--- config.mk ---
export PLATFORM = sky130hd
export DESIGN_NAME = copro_s_axi_regs_flat
export DESIGN_NICKNAME = d
export VERILOG_FILES = /design/src/rtl/copro_s_axi_regs_if.sv /design/src/rtl/copro_s_axi_regs.sv /design/src/flat_wrapper.sv
export SDC_FILE = /design/constraint.sdc
export NUM_CORES = 1
export LEC_CHECK = 0
export ABC_AREA = 1
export CAP_MARGIN = 10
export CORE_ASPECT_RATIO = 0.8
export CORE_MARGIN = 2
export CORE_UTILIZATION = 50
export DETAILED_ROUTE_END_ITERATION = 8
export PLACE_DENSITY = 0.88
export SYNTH_ARGS = -nofsm -noshare
export SYNTH_HDL_FRONTEND = slang
export SYNTH_SLANG_ARGS = --single-unit
--- constraint.sdc ---
create_clock -name s_axi_aclk -period 1.9 [get_ports s_axi_aclk]
set_clock_uncertainty 0.1 [all_clocks]
set_input_delay 0.285 -clock s_axi_aclk [delete_from_list [all_inputs] [get_ports s_axi_aclk]]
set_output_delay 0.285 -clock s_axi_aclk [all_outputs]
set_load 0.01 [all_outputs]
--- src/rtl/copro_s_axi_regs_if.sv ---
// AXI4-Lite bus bundle between the interconnect initiator and the coprocessor register file.
// The master modport is the initiator side; the slave modport is the responder side.
interface copro_s_axi_regs_if #(
    parameter int ADDR_W = 4,
    parameter int DATA_W = 32
);
    logic [ADDR_W-1:0]   awaddr;
    logic [2:0]          awprot;
    logic                awvalid;
    logic                awready;
    logic [DATA_W-1:0]   wdata;
    logic [DATA_W/8-1:0] wstrb;
    logic                wvalid;
    logic                wready;
    logic [1:0]          bresp;
    logic                bvalid;
    logic                bready;
    logic [ADDR_W-1:0]   araddr;
    logic [2:0]          arprot;
    logic                arvalid;
    logic                arready;
    logic [DATA_W-1:0]   rdata;
    logic [1:0]          rresp;
    logic                rvalid;
    logic                rready;

    modport master (
        output awaddr, awprot, awvalid, wdata, wstrb, wvalid, bready,
               araddr, arprot, arvalid, rready,
        input  awready, wready, bresp, bvalid, arready, rdata, rresp, rvalid
    );

    modport slave (
        input  awaddr, awprot, awvalid, wdata, wstrb, wvalid, bready,
               araddr, arprot, arvalid, rready,
        output awready, wready, bresp, bvalid, arready, rdata, rresp, rvalid
    );
endinterface

--- src/rtl/copro_s_axi_regs.sv ---
// AXI4-Lite responder holding the coprocessor register file; exposes every register
// and a one-cycle write pulse per register to the datapath.
module copro_s_axi_regs #(
    parameter int C_S_AXI_DATA_WIDTH = 32,
    parameter int C_S_AXI_ADDR_WIDTH = 4,
    parameter int C_NUM_REGS         = 4
) (
    input  logic                                       s_axi_aclk,
    input  logic                                       s_axi_aresetn,
    copro_s_axi_regs_if.slave                          s_axi,
    output logic [C_S_AXI_DATA_WIDTH*C_NUM_REGS-1:0]   reg_q,
    output logic [C_NUM_REGS-1:0]                      reg_wr_pulse
);
    localparam int DW    = C_S_AXI_DATA_WIDTH;
    localparam int AW    = C_S_AXI_ADDR_WIDTH;
    localparam int IDX_W = AW - 2;
    localparam int NB    = DW / 8;

    typedef enum logic { W_IDLE, W_RESP } wstate_e;
    typedef enum logic { R_IDLE, R_DATA } rstate_e;

    wstate_e              wstate_q;
    rstate_e              rstate_q;
    logic                 awready_q, wready_q, bvalid_q;
    logic                 arready_q, rvalid_q;
    logic [DW-1:0]        rdata_q;
    logic                 aw_done_q, w_done_q;
    logic [IDX_W-1:0]     awidx_q;
    logic [DW-1:0]        wdata_q;
    logic [NB-1:0]        wstrb_q;
    logic [C_NUM_REGS-1:0] wr_pulse_q;
    logic [DW-1:0]        regs_q [C_NUM_REGS];
    logic [DW-1:0]        reg_d  [C_NUM_REGS];

    logic                 aw_hs, w_hs, ar_hs;
    logic                 aw_have, w_have, wr_commit;
    logic [IDX_W-1:0]     wr_idx, rd_idx;
    logic [DW-1:0]        wr_data;
    logic [NB-1:0]        wr_strb;
    logic [C_NUM_REGS-1:0] wr_sel;

    // Readies are only ever high in the idle states, so they double as state qualifiers.
    assign aw_hs     = s_axi.awvalid & awready_q;
    assign w_hs      = s_axi.wvalid  & wready_q;
    assign ar_hs     = s_axi.arvalid & arready_q;
    assign aw_have   = aw_done_q | aw_hs;
    assign w_have    = w_done_q  | w_hs;
    assign wr_commit = (wstate_q == W_IDLE) & aw_have & w_have;

    // Whichever half arrives on the commit edge is taken straight from the bus.
    assign wr_idx  = aw_done_q ? awidx_q : s_axi.awaddr[AW-1:2];
    assign wr_data = w_done_q  ? wdata_q : s_axi.wdata;
    assign wr_strb = w_done_q  ? wstrb_q : s_axi.wstrb;
    assign rd_idx  = s_axi.araddr[AW-1:2];

    genvar gi, bi;
    generate
        for (gi = 0; gi < C_NUM_REGS; gi++) begin : g_reg
            for (bi = 0; bi < NB; bi++) begin : g_byte
                assign reg_d[gi][8*bi +: 8] = wr_strb[bi] ? wr_data[8*bi +: 8]
                                                          : regs_q[gi][8*bi +: 8];
            end

            assign wr_sel[gi] = wr_commit & (wr_idx == IDX_W'(gi));

            always_ff @(posedge s_axi_aclk or negedge s_axi_aresetn) begin
                if (!s_axi_aresetn) begin
                    regs_q[gi] <= '0;
                end else if (wr_sel[gi]) begin
                    regs_q[gi] <= reg_d[gi];
                end
            end

            assign reg_q[DW*gi +: DW] = regs_q[gi];
        end
    endgenerate

    always_ff @(posedge s_axi_aclk or negedge s_axi_aresetn) begin
        if (!s_axi_aresetn) begin
            wstate_q   <= W_IDLE;
            awready_q  <= 1'b0;
            wready_q   <= 1'b0;
            bvalid_q   <= 1'b0;
            aw_done_q  <= 1'b0;
            w_done_q   <= 1'b0;
            awidx_q    <= '0;
            wdata_q    <= '0;
            wstrb_q    <= '0;
            wr_pulse_q <= '0;
        end else begin
            wr_pulse_q <= wr_sel;
            case (wstate_q)
                W_IDLE: begin
                    if (wr_commit) begin
                        wstate_q  <= W_RESP;
                        bvalid_q  <= 1'b1;
                        awready_q <= 1'b0;
                        wready_q  <= 1'b0;
                        aw_done_q <= 1'b0;
                        w_done_q  <= 1'b0;
                    end else begin
                        aw_done_q <= aw_have;
                        w_done_q  <= w_have;
                        awready_q <= ~aw_have;
                        wready_q  <= ~w_have;
                        if (aw_hs) awidx_q <= s_axi.awaddr[AW-1:2];
                        if (w_hs) begin
                            wdata_q <= s_axi.wdata;
                            wstrb_q <= s_axi.wstrb;
                        end
                    end
                end
                W_RESP: begin
                    if (s_axi.bready) begin
                        wstate_q  <= W_IDLE;
                        bvalid_q  <= 1'b0;
                        awready_q <= 1'b1;
                        wready_q  <= 1'b1;
                    end
                end
                default: wstate_q <= W_IDLE;
            endcase
        end
    end

    // A read accepted on a commit edge samples regs_q before the update lands.
    always_ff @(posedge s_axi_aclk or negedge s_axi_aresetn) begin
        if (!s_axi_aresetn) begin
            rstate_q  <= R_IDLE;
            arready_q <= 1'b0;
            rvalid_q  <= 1'b0;
            rdata_q   <= '0;
        end else begin
            case (rstate_q)
                R_IDLE: begin
                    if (ar_hs) begin
                        rstate_q  <= R_DATA;
                        rdata_q   <= regs_q[rd_idx];
                        rvalid_q  <= 1'b1;
                        arready_q <= 1'b0;
                    end else begin
                        arready_q <= 1'b1;
                    end
                end
                R_DATA: begin
                    if (s_axi.rready) begin
                        rstate_q  <= R_IDLE;
                        rvalid_q  <= 1'b0;
                        arready_q <= 1'b1;
                    end
                end
                default: rstate_q <= R_IDLE;
            endcase
        end
    end

    assign s_axi.awready = awready_q;
    assign s_axi.wready  = wready_q;
    assign s_axi.bvalid  = bvalid_q;
    assign s_axi.bresp   = 2'b00;
    assign s_axi.arready = arready_q;
    assign s_axi.rvalid  = rvalid_q;
    assign s_axi.rdata   = rdata_q;
    assign s_axi.rresp   = 2'b00;
    assign reg_wr_pulse  = wr_pulse_q;

    // Protection bits and byte-lane address bits carry no meaning here.
    logic unused_ok;
    assign unused_ok = ^{s_axi.awprot, s_axi.arprot, s_axi.awaddr[1:0], s_axi.araddr[1:0]};
endmodule

--- src/flat_wrapper.sv ---
// flat-port wrapper written by rule: the top's interface ports become plain ports
module copro_s_axi_regs_flat 
#(
    parameter int C_S_AXI_DATA_WIDTH = 32,
    parameter int C_S_AXI_ADDR_WIDTH = 4,
    parameter int C_NUM_REGS         = 4
)
  (s_axi_aclk, s_axi_aresetn, reg_q, reg_wr_pulse, s_axi_awaddr, s_axi_awprot, s_axi_awvalid, s_axi_wdata, s_axi_wstrb, s_axi_wvalid, s_axi_bready, s_axi_araddr, s_axi_arprot, s_axi_arvalid, s_axi_rready, s_axi_awready, s_axi_wready, s_axi_bresp, s_axi_bvalid, s_axi_arready, s_axi_rdata, s_axi_rresp, s_axi_rvalid);
  copro_s_axi_regs_if #(.ADDR_W(4), .DATA_W(32)) s_axi_i ();
  input  logic s_axi_aclk;
  input  logic s_axi_aresetn;
  output logic [C_S_AXI_DATA_WIDTH*C_NUM_REGS-1:0] reg_q;
  output logic [C_NUM_REGS-1:0] reg_wr_pulse;
  input wire logic [$bits(s_axi_i.awaddr)-1:0] s_axi_awaddr;
  input wire logic [$bits(s_axi_i.awprot)-1:0] s_axi_awprot;
  input wire logic [$bits(s_axi_i.awvalid)-1:0] s_axi_awvalid;
  input wire logic [$bits(s_axi_i.wdata)-1:0] s_axi_wdata;
  input wire logic [$bits(s_axi_i.wstrb)-1:0] s_axi_wstrb;
  input wire logic [$bits(s_axi_i.wvalid)-1:0] s_axi_wvalid;
  input wire logic [$bits(s_axi_i.bready)-1:0] s_axi_bready;
  input wire logic [$bits(s_axi_i.araddr)-1:0] s_axi_araddr;
  input wire logic [$bits(s_axi_i.arprot)-1:0] s_axi_arprot;
  input wire logic [$bits(s_axi_i.arvalid)-1:0] s_axi_arvalid;
  input wire logic [$bits(s_axi_i.rready)-1:0] s_axi_rready;
  output wire logic [$bits(s_axi_i.awready)-1:0] s_axi_awready;
  output wire logic [$bits(s_axi_i.wready)-1:0] s_axi_wready;
  output wire logic [$bits(s_axi_i.bresp)-1:0] s_axi_bresp;
  output wire logic [$bits(s_axi_i.bvalid)-1:0] s_axi_bvalid;
  output wire logic [$bits(s_axi_i.arready)-1:0] s_axi_arready;
  output wire logic [$bits(s_axi_i.rdata)-1:0] s_axi_rdata;
  output wire logic [$bits(s_axi_i.rresp)-1:0] s_axi_rresp;
  output wire logic [$bits(s_axi_i.rvalid)-1:0] s_axi_rvalid;
  assign s_axi_i.awaddr = s_axi_awaddr;
  assign s_axi_i.awprot = s_axi_awprot;
  assign s_axi_i.awvalid = s_axi_awvalid;
  assign s_axi_i.wdata = s_axi_wdata;
  assign s_axi_i.wstrb = s_axi_wstrb;
  assign s_axi_i.wvalid = s_axi_wvalid;
  assign s_axi_i.bready = s_axi_bready;
  assign s_axi_i.araddr = s_axi_araddr;
  assign s_axi_i.arprot = s_axi_arprot;
  assign s_axi_i.arvalid = s_axi_arvalid;
  assign s_axi_i.rready = s_axi_rready;
  assign s_axi_awready = s_axi_i.awready;
  assign s_axi_wready = s_axi_i.wready;
  assign s_axi_bresp = s_axi_i.bresp;
  assign s_axi_bvalid = s_axi_i.bvalid;
  assign s_axi_arready = s_axi_i.arready;
  assign s_axi_rdata = s_axi_i.rdata;
  assign s_axi_rresp = s_axi_i.rresp;
  assign s_axi_rvalid = s_axi_i.rvalid;
  copro_s_axi_regs #(.C_S_AXI_DATA_WIDTH(C_S_AXI_DATA_WIDTH), .C_S_AXI_ADDR_WIDTH(C_S_AXI_ADDR_WIDTH), .C_NUM_REGS(C_NUM_REGS)) u_core (.s_axi_aclk(s_axi_aclk), .s_axi_aresetn(s_axi_aresetn), .s_axi(s_axi_i), .reg_q(reg_q), .reg_wr_pulse(reg_wr_pulse));
endmodule
==> impl_metrics.toml, run 1 <==
[yosys]
synth_cell_types = 25
netlist.area_leader.share = 0.5361
netlist_area_um2 = 9848
ys_ff_latch = 211
synth_seq_area_share = 0.5361
syn_inst = 1221
yosys.area.top_type = "dfrtp_1"
yosys_warnings = 0
synth_area_per_cell_um2 = 8.066
synth_area_leaders = "dfrtp_1, nand2_1, o21ai_0"

[global_route]
grt_remaining_overflow = 0
grt_max_degree = 63
grt_use_met3 = 0.05858
grt_pass1_wl_mm = 48.47
antenna_found_initial = 1
track_usage = 0.2945
grt_pass1_vias = 8980
top_usage_layer = "met2"
use_met1 = 0.4151
met2_usage = 0.4658

[pwr]
seqPwrFrac = 0.366
p_int_uw = 13380
power_frac_clock = 0.175
vdd_drop_max_uv = 906.8
leakagePower_uw = 0.006673
p_switching_uw = 8613
powerDensity_nw_per_um2 = 1630
pwr-share-comb = 0.459
swShare = 0.3916

[clock_tree]
clk_latency_ps = 490
cts_tree = "yes"
clk_pin_slew_ps = 60
cts_buffer_depth = 3
cts.sinks = 211
h-tree-depth = 1
numCtsBuffers = 21
cts_root_buffer = "clkbuf_16"

[drt]
via_per_inst = 5.546
drc = 0
wirelength_mm = 31.27
drt_iter0_drc = 1379
drtPass1Iterations = 6
num_vias = 9716
wl_per_cell_um = 17.85
ant_nets = 0

[timing]
hold_viol = 0
period_share = 0.9932
setup_violations = 0
rsz0062_at_grt = "false"
fmax_mhz = 529.9
slew_headroom = 0.6626
tightest_slew_ps = 500.8
layout_min_cycle_time_ps = 1887
hold_ws_ps = 190.2
fin_ws_ps = 12.85
slew_violations = 0

[die]
core_area_um2 = 19140
die-area_um2 = 20840
die_h_um = 129.5
num_rows = 45
die_x_um = 160.9
io_pins = 230
initial_core_util = 0.5144

[final_layout]
area_growth_pct = 37.02
finalInstanceArea_um2 = 13490
drive_above_1_share = 0.1065
stdcell_count = 1752
n_fill_cell = 1385
fin_util = 0.7049
nets = 1537

[place]
dp_hpwl_mm = 22.02
pre_cts_ws_ps = -91.96
dpl_cell_area_um2 = 12810
place.port_buffers = 215
dp.cells = 1711
routabilityCongestion = 0.8824

[setup_path]
worstPathMaxFanout = 3
critPathCaptureType = "primary output"
cp.required_ps = 1510
crit_chain = "clkdlybuf4s50_1"
critPathSlowestCell = "clkdlybuf4s50_1"
path_delay_family = "buffers and inverters"
start_kind = "register"
cp_num_buf_inv = 1
slowest_delay_ps = 630
cp.arrival_ps = 1500
path_class = "reg2out"

[job]
maxCapViolCount = 0

[outcome]
status = "completed"

[hold_path]
hold_class = "in2async"
## through the flow
step	power, uW	setup TNS [ps]
2_1_floorplan	12200	0
3_3_place_gp	17500	-183.8
3_5_place_dp	17890	-953.0
4_1_cts	21840	0
5_1_grt	23190	0
6_report	21990	0
## synthesized netlist by cell type
library cell / instances
buf_1: 9
o21ai_4: 2
nand2_2: 2
buf_4: 24
nor2_1: 99
nor2_8: 1
nor2_4: 5
o21ai_0: 159
or2_2: 2
dfrtp_1: 211
conb_1: 1
clkbuf_1: 21
inv_2: 4
buf_2: 14
nand3_2: 2
nand3_4: 11
clkinv_1: 1
o21ai_2: 2
buf_12: 1
nor2_2: 3
a21oi_1: 1
nand2_1: 452
o21ai_1: 12
inv_1: 48
nand3_1: 134
## flip-flops by register name, summed over array words and instances (netlist names)
name	count
u_core.s_axi.bvalid	1
u_core.s_axi.wready	1
u_core.wstate_q	1
u_core.s_axi.rdata	32
u_core.s_axi.arready	1
u_core.reg_wr_pulse	4
u_core.s_axi.rvalid	1
u_core.w_done_q	1
u_core.aw_done_q	1
u_core.rstate_q	1
u_core.reg_q	128
u_core.wstrb_q	4
u_core.s_axi.awready	1
u_core.awidx_q	2
u_core.wdata_q	32
## final timing paths
| path | start | to | slack, ps | depth (start not counted) |
|---|---|---|---|---|
| max in group asynchronous | s_axi_aresetn | u_core.reg_q[105] | 860 | 3 |
| worst min register to register | u_core.rstate_q | u_core.s_axi.rvalid | 370 | 1 |
| worst max-delay path | u_core.reg_q[50] | reg_q[50] | 10 | 1 |
| worst max register to register | u_core.aw_done_q | u_core.reg_q[11] | 60 | 7 |
| min in group s_axi_aclk | s_axi_wdata[21] | u_core.wdata_q[21] | 280 | 3 |
| worst min-delay path | s_axi_aresetn | u_core.s_axi.rdata[0] | 190 | 2 |
## cell type report
cell class	count	area (um^2)	share of cell area
flip-flops and latches	211	5288	0.3918
clock inverters	7	35.03	0.002596
well taps	258	322.8	0.02392
repair buffers	302	3052	0.2261
multi-input cells	891	4000	0.2964
diodes	1	2.502	0.0001854
clock buffers	29	595.6	0.04414
inverters	53	198.9	0.01474
## routing by layer
| metal | share of wire | vias to the layer above |
|---|---|---|
| li1 | - | 4436 |
| met1 | 0.41 | 4556 |
| met2 | 0.45 | 616 |
| met3 | 0.11 | 108 |
| met4 | 0.039 | 0 |
| met5 | 0 | - |
## cell usage in the layout, fill, tap and decap left out, types with 19 or more instances in the layout
cell type	count
buf_12	19
dfrtp_1	207
clkbuf_16	21
o21ai_0	159
inv_1	48
nor2_1	99
nand2_1	451
nand3_1	134
clkdlybuf4s50_1	210
buf_4	67
## power by group through the flow
stage,Clock (uW),Sequential (uW),Combinational (uW)
6_report,3850,8060,10100
5_1_grt,4080,8240,10900
4_1_cts,3890,8010,9940
3_5_place_dp,0,8040,9850
3_3_place_gp,0,7960,9540
2_1_floorplan,0,8340,3860
## cell families (layout without fill, tap and decap cells)
group           Yosys count  in the layout  share of synthesized area
simple gates            711            711                     0.3119
buf+inv                 122            391                    0.05908
other cells               1              5                  0.0003808
compound gates          176            176                    0.09249
flops                   211            211                     0.5361
## worst reg2reg max path, stage by stage, from the launching register on
cell     delay [ps]
dfrtp_1         460
inv_2           100
nand2_1          70
nand2_1         170
nor2_2          300
nand3_2         310
nand2_1         150
nand2_1          60
## what timing repair did
| action | CTS | global route |
|---|---|---|
| setup endpoints to repair | 0 | 15 |
| gates resized for setup | 0 | 7 |
| hold buffers | 1 | 0 |
| endpoints found under the hold margin | 142 | 0 |
| buffers inserted | 0 | 3 |
(Power assumes the default switching activity.)
==> inputs of run 2 (changes only) <==
==> constraint.sdc (replaced) <==
create_clock -name s_axi_aclk -period 2.2 [get_ports s_axi_aclk]
set_clock_uncertainty 0.1 [all_clocks]
set_input_delay 0.33 -clock s_axi_aclk [delete_from_list [all_inputs] [get_ports s_axi_aclk]]
set_output_delay 0.33 -clock s_axi_aclk [all_outputs]
set_load 0.01 [all_outputs]
==> run 2 against run 1 <==
Via count decreased by 2.2%. Die area unchanged. Sequential power decreased by 14%. Combinational power shrank 18%. Non-clock buffer count shrank 35. Utilization is 1.3 points lower. Clock-buffer cell count increased by 1. Sequential cell count unchanged.
==> impl_metrics.toml, run 2 (synthesized netlist as in run 1, its figures left out) <==
[final_layout]
n_fill_cell = 1455
n_antenna_cell = 0
final_common_cell = "nand2_1"
regArea_um2 = 5281
nets = 1503
multi_input_area_um2 = 4000
area_growth_pct = 34.49
final_cell_mix = "nand2_1, clkdlybuf4s50_1, dfrtp_1, o21ai_0, nand3_1"
finalInstanceArea_um2 = 13250
largest_reg_flops = 128
stdcell_count = 1720
drive_above_1_share = 0.08755

[die]
core_area_um2 = 19140
die_x_um = 160.9
io_pins = 230
die_h_um = 129.5
die-area_um2 = 20840
num_rows = 45
initial_core_util = 0.5144

[global_route]
grt_pass1_vias = 8869
grt_pass1_wl_mm = 48.70
top_usage_layer = "met2"
grt_max_degree = 65
met2_usage = 0.4466
antenna_found_initial = 0
use_met1 = 0.4230
track_usage = 0.2967
grt_use_met3 = 0.07298
grt_remaining_overflow = 0

[setup_path]
r2r_end = "u_core.reg_q[52]"
crit_chain = "buf_12 -> inv_2 -> nand2_2 -> nand2_2 -> nor2_8 -> nand3_1 -> nand2_1 -> nand2_1"
start_kind = "register"
cp-startpoint = "u_core.w_done_q"
slowest_delay_ps = 430
cp.depth = 8
critPathCaptureType = "register"
worstPathMaxFanout = 39
cp_num_buf_inv = 2
crit_end = "u_core.reg_q[52]"
path_delay_family = "simple AND/OR/NAND/NOR gates"
critPathSlowestCell = "dfrtp_2"
cp.required_ps = 2490
path_class = "reg2reg"
reg2regPathDepth = 8
rr_startpoint = "u_core.w_done_q"
regToRegSetupSlack_ps = 230
cp.arrival_ps = 2260

[timing]
slew_violations = 0
setup_tns_ps = 0
slew_headroom = 0.4895
fmax_mhz = 506.9
hold_viol = 0
layout_min_cycle_time_ps = 1973
tightest_slew_ps = 757.7
rsz0062_at_grt = "false"
setup_violations = 0
hold_ws_ps = 257.4
period_share = 0.8966

[clock_tree]
cts_tree = "yes"
h-tree-depth = 1
ctsHoldBuffers = 1
clk_latency_ps = 500
numCtsBuffers = 22
cts_root_buffer = "clkbuf_16"
cts_setup_buffers = 0
cts_resized = 0
cts.sinks = 211
clk_pin_slew_ps = 70
cts_buffer_depth = 3

[pwr]
leakagePower_uw = 0.006478
vdd_drop_max_uv = 733.6
powerDensity_nw_per_um2 = 1435
fin_total_pwr_uw = 19010

[drt]
wl_per_cell_um = 17.97
drt_iter0_drc = 1237
drtPass1Iterations = 5
ant_nets = 0
num_vias = 9505
wirelength_mm = 30.90
via_per_inst = 5.526
drc = 0

[place]
dpl_cell_area_um2 = 12490
dp.cells = 1679
routabilityCongestion = 0.8775
place.port_buffers = 215
dp_hpwl_mm = 21.09

[outcome]
status = "completed"

[hold_path]
hold_class = "in2async"

[job]
maxCapViolCount = 0
-- run 2: cell types whose count changed in the layout (fill, tap and decap cells not counted), moves of 3 or more --
cell             change
clkinvlp_4           +3
dfrtp_1              +3
clkbuf_1             -3
clkdlybuf4s50_1      +3
buf_4               -28
buf_12               -7
dlymetal6s2s_1       -3
-- run 2: power by group --
group | internal (uW) | switching, uW | leakage [uW]
Clock | 2230 | 1570 | 0.000366
Combinational | 3780 | 4520 | 0.00336
Sequential | 5560 | 1350 | 0.00275
-- run 2: layout make-up --
| type | count | share of cell area |
|---|---|---|
| Sequential cell | 211 | 0.3987 |
| Multi-Input combinational cell | 891 | 0.3020 |
| Timing Repair Buffer | 267 | 0.2034 |
| Clock buffer | 30 | 0.04997 |
| Tap cell | 258 | 0.02437 |
| Inverter | 53 | 0.01502 |
| Clock inverter | 10 | 0.006518 |
-- run 2: through the flow --
stage,worst slack [ps],utilization
after global placement,87.11,0.6523
after global routing,117.9,0.6919
final,227.4,0.6919
after detailed placement,89.30,0.6523
after CTS,255.7,0.6919
after floorplan,686.6,-
-- run 2: metal layers --
layer	vias to the layer above	share of wire	wire length, um
li1	4362	-	-
met5	-	0	0
met4	0	0.041	1266
met3	101	0.12	3583
met1	4445	0.41	12630
met2	597	0.43	13420
-- run 2: worst min path at each step --
| stage | slack [ps] | cells after the start | to | start |
|---|---|---|---|---|
| floorplan | -70 | 0 | u_core.aw_done_q | s_axi_aresetn |
| global placement | 220 | 1 | u_core.s_axi.rdata[24] | s_axi_aresetn |
| detailed placement | 230 | 1 | u_core.s_axi.rdata[22] | s_axi_aresetn |
| CTS | 270 | 2 | u_core.s_axi.rdata[22] | s_axi_aresetn |
| global route | 290 | 2 | u_core.s_axi.rdata[27] | s_axi_aresetn |
| finish | 260 | 2 | u_core.s_axi.rdata[24] | s_axi_aresetn |
-- run 2: worst reg2reg max path, stage by stage, from the launching register on --
cell     delay (ps)
dfrtp_2         430
buf_12          210
inv_2            60
nand2_2         100
nand2_2         110
nor2_8          220
nand3_1         340
nand2_1         190
nand2_1          80
==> inputs of run 3 (changes only) <==
--- a/config.mk
+++ b/config.mk
@@ -11,6 +11,7 @@
 export CORE_MARGIN = 2
 export CORE_UTILIZATION = 50
 export DETAILED_ROUTE_END_ITERATION = 8
+export MAX_ROUTING_LAYER = met4
 export PLACE_DENSITY = 0.88
 export SYNTH_ARGS = -nofsm -noshare
 export SYNTH_HDL_FRONTEND = slang
==> run 3 against run 2 <==
Power about the same. Clock-buffer cell count did not move. Critical path depth unchanged. Final cell count is the same. Worst setup slack improved by 16 ps. Via count down 0.44%. Register-to-register slack better by 20 ps. Largest power group unchanged.
==> impl_metrics.toml, run 3 (synthesized netlist as in run 1, its figures left out) <==
[global_route]
grt_pass1_vias = 8886
antenna_found_initial = 0
grt_max_degree = 65
grt_remaining_overflow = 0
track_usage = 0.3058
grt_pass1_wl_mm = 48.62

[final_layout]
final_common_cell = "nand2_1"
nets = 1503
stdcell_count = 1720
area_growth_pct = 34.49
final_cell_mix = "nand2_1, clkdlybuf4s50_1, dfrtp_1, o21ai_0, nand3_1"
largest_reg_flops = 128
n_antenna_cell = 0
drive_above_1_share = 0.08755

[timing]
setup_violations = 0
slew_headroom = 0.5073
hold_viol = 0
rsz0062_at_grt = "false"
period_share = 0.8893
setup_tns_ps = 0
fmax_mhz = 511.1
slew_violations = 0
hold_ws_ps = 256.9
tightest_slew_ps = 731.3
layout_min_cycle_time_ps = 1956

[clock_tree]
clk_latency_ps = 510
cts_buffer_depth = 3
numCtsBuffers = 22
cts_root_buffer = "clkbuf_16"
cts.sinks = 211
cts_tree = "yes"
cts_setup_buffers = 0
clk_pin_slew_ps = 60
h-tree-depth = 1

[setup_path]
cp_num_buf_inv = 2
critPathCaptureType = "register"
start_kind = "register"
worstPathMaxFanout = 39
path_delay_family = "simple AND/OR/NAND/NOR gates"
crit_chain = "buf_12 -> inv_2 -> nand2_2 -> nand2_2 -> nor2_8 -> nand3_1 -> nand2_1 -> nand2_1"
critPathSlowestCell = "dfrtp_2"
path_class = "reg2reg"
cp.arrival_ps = 2240
slowest_delay_ps = 430
cp.required_ps = 2490

[drt]
wl_per_cell_um = 17.95
drt_iter0_drc = 1250
route.met3.wl_mm = 3.376
met1Wirelength_mm = 12.80
via_per_inst = 5.502
wirelength_mm = 30.88
num_vias = 9463
drtPass1Iterations = 5
met2_length_mm = 13.47
ant_nets = 0
drc = 0
routed.top_layer = "met4"

[place]
dp_hpwl_mm = 21.09
routabilityCongestion = 0.8920
dp.cells = 1679
place.port_buffers = 215

[die]
die-area_um2 = 20840
num_rows = 45
initial_core_util = 0.5144
core_area_um2 = 19140
io_pins = 230
die_h_um = 129.5
die_x_um = 160.9

[outcome]
status = "completed"

[job]
maxCapViolCount = 0

[hold_path]
hold_class = "in2async"

[pwr]
powerDensity_nw_per_um2 = 1436
vdd_drop_max_uv = 735.5
leakagePower_uw = 0.006478
==> run 3: cell counts in the layout (fill, tap and decap cells not counted) <==
No cell type changed its count.
==> run 3: worst register-to-register path, stage by stage (launching register included) <==
cell and delay, ps:
dfrtp_2 430, buf_12 210, inv_2 60, nand2_2 100, nand2_2 110, nor2_8 220
nand3_1 360, nand2_1 170, nand2_1 60
==> run 3: layout make-up <==
type,instances,area (um^2)
Fill cell,1455,5898
Timing Repair Buffer,267,2694
Multi-Input combinational cell,891,4000
Tap cell,258,322.8
Clock inverter,10,86.33
Clock buffer,30,661.9
Sequential cell,211,5281
Inverter,53,198.9
==> run 3: worst paths after layout <==
kind / from / endpoint / slack [ps] / cells after the start
setup reg to reg: u_core.w_done_q / u_core.reg_q[57] / 240 / 8
min in group s_axi_aclk: s_axi_wdata[11] / u_core.wdata_q[11] / 310 / 3
hold reg to reg: u_core.rstate_q / u_core.s_axi.rvalid / 350 / 1
max in group asynchronous: s_axi_aresetn / u_core.reg_q[102] / 1060 / 3
setup / recovery: u_core.w_done_q / u_core.reg_q[57] / 240 / 8
hold / removal: s_axi_aresetn / u_core.s_axi.rdata[24] / 260 / 2
==> run 3: repair_timing <==
action                                 CTS  global route
hold buffers                             1             0
endpoints found under the hold margin   47             0
gates resized for setup                  0             0
==> run 3: where the power goes <==
group / switching [uW] / internal (uW) / total, uW
Clock: 1570 / 2230 / 3800
Combinational: 4520 / 3780 / 8300
Sequential: 1360 / 5550 / 6910
Total: 7450 / 11600 / 19000
==> run 3: routing by layer <==
metal	GRT usage	vias to the layer above
met5	-	-
met4	0.1050	0
met3	0.06850	99
met2	0.4476	581
met1	0.4242	4418
li1	-	4365
==> run 3: through the flow <==
stage                 util  power [uW]  cell area [um^2]  setup WS (ps)
global route        0.6919       20080             13250          117.9
detailed placement  0.6523       15070             12490          89.30
CTS                 0.6919       18950             13250          255.7
floorplan                -       10530              9859          686.6
finish              0.6919       19020             13250          243.5
global placement    0.6523       14780             12490          87.11
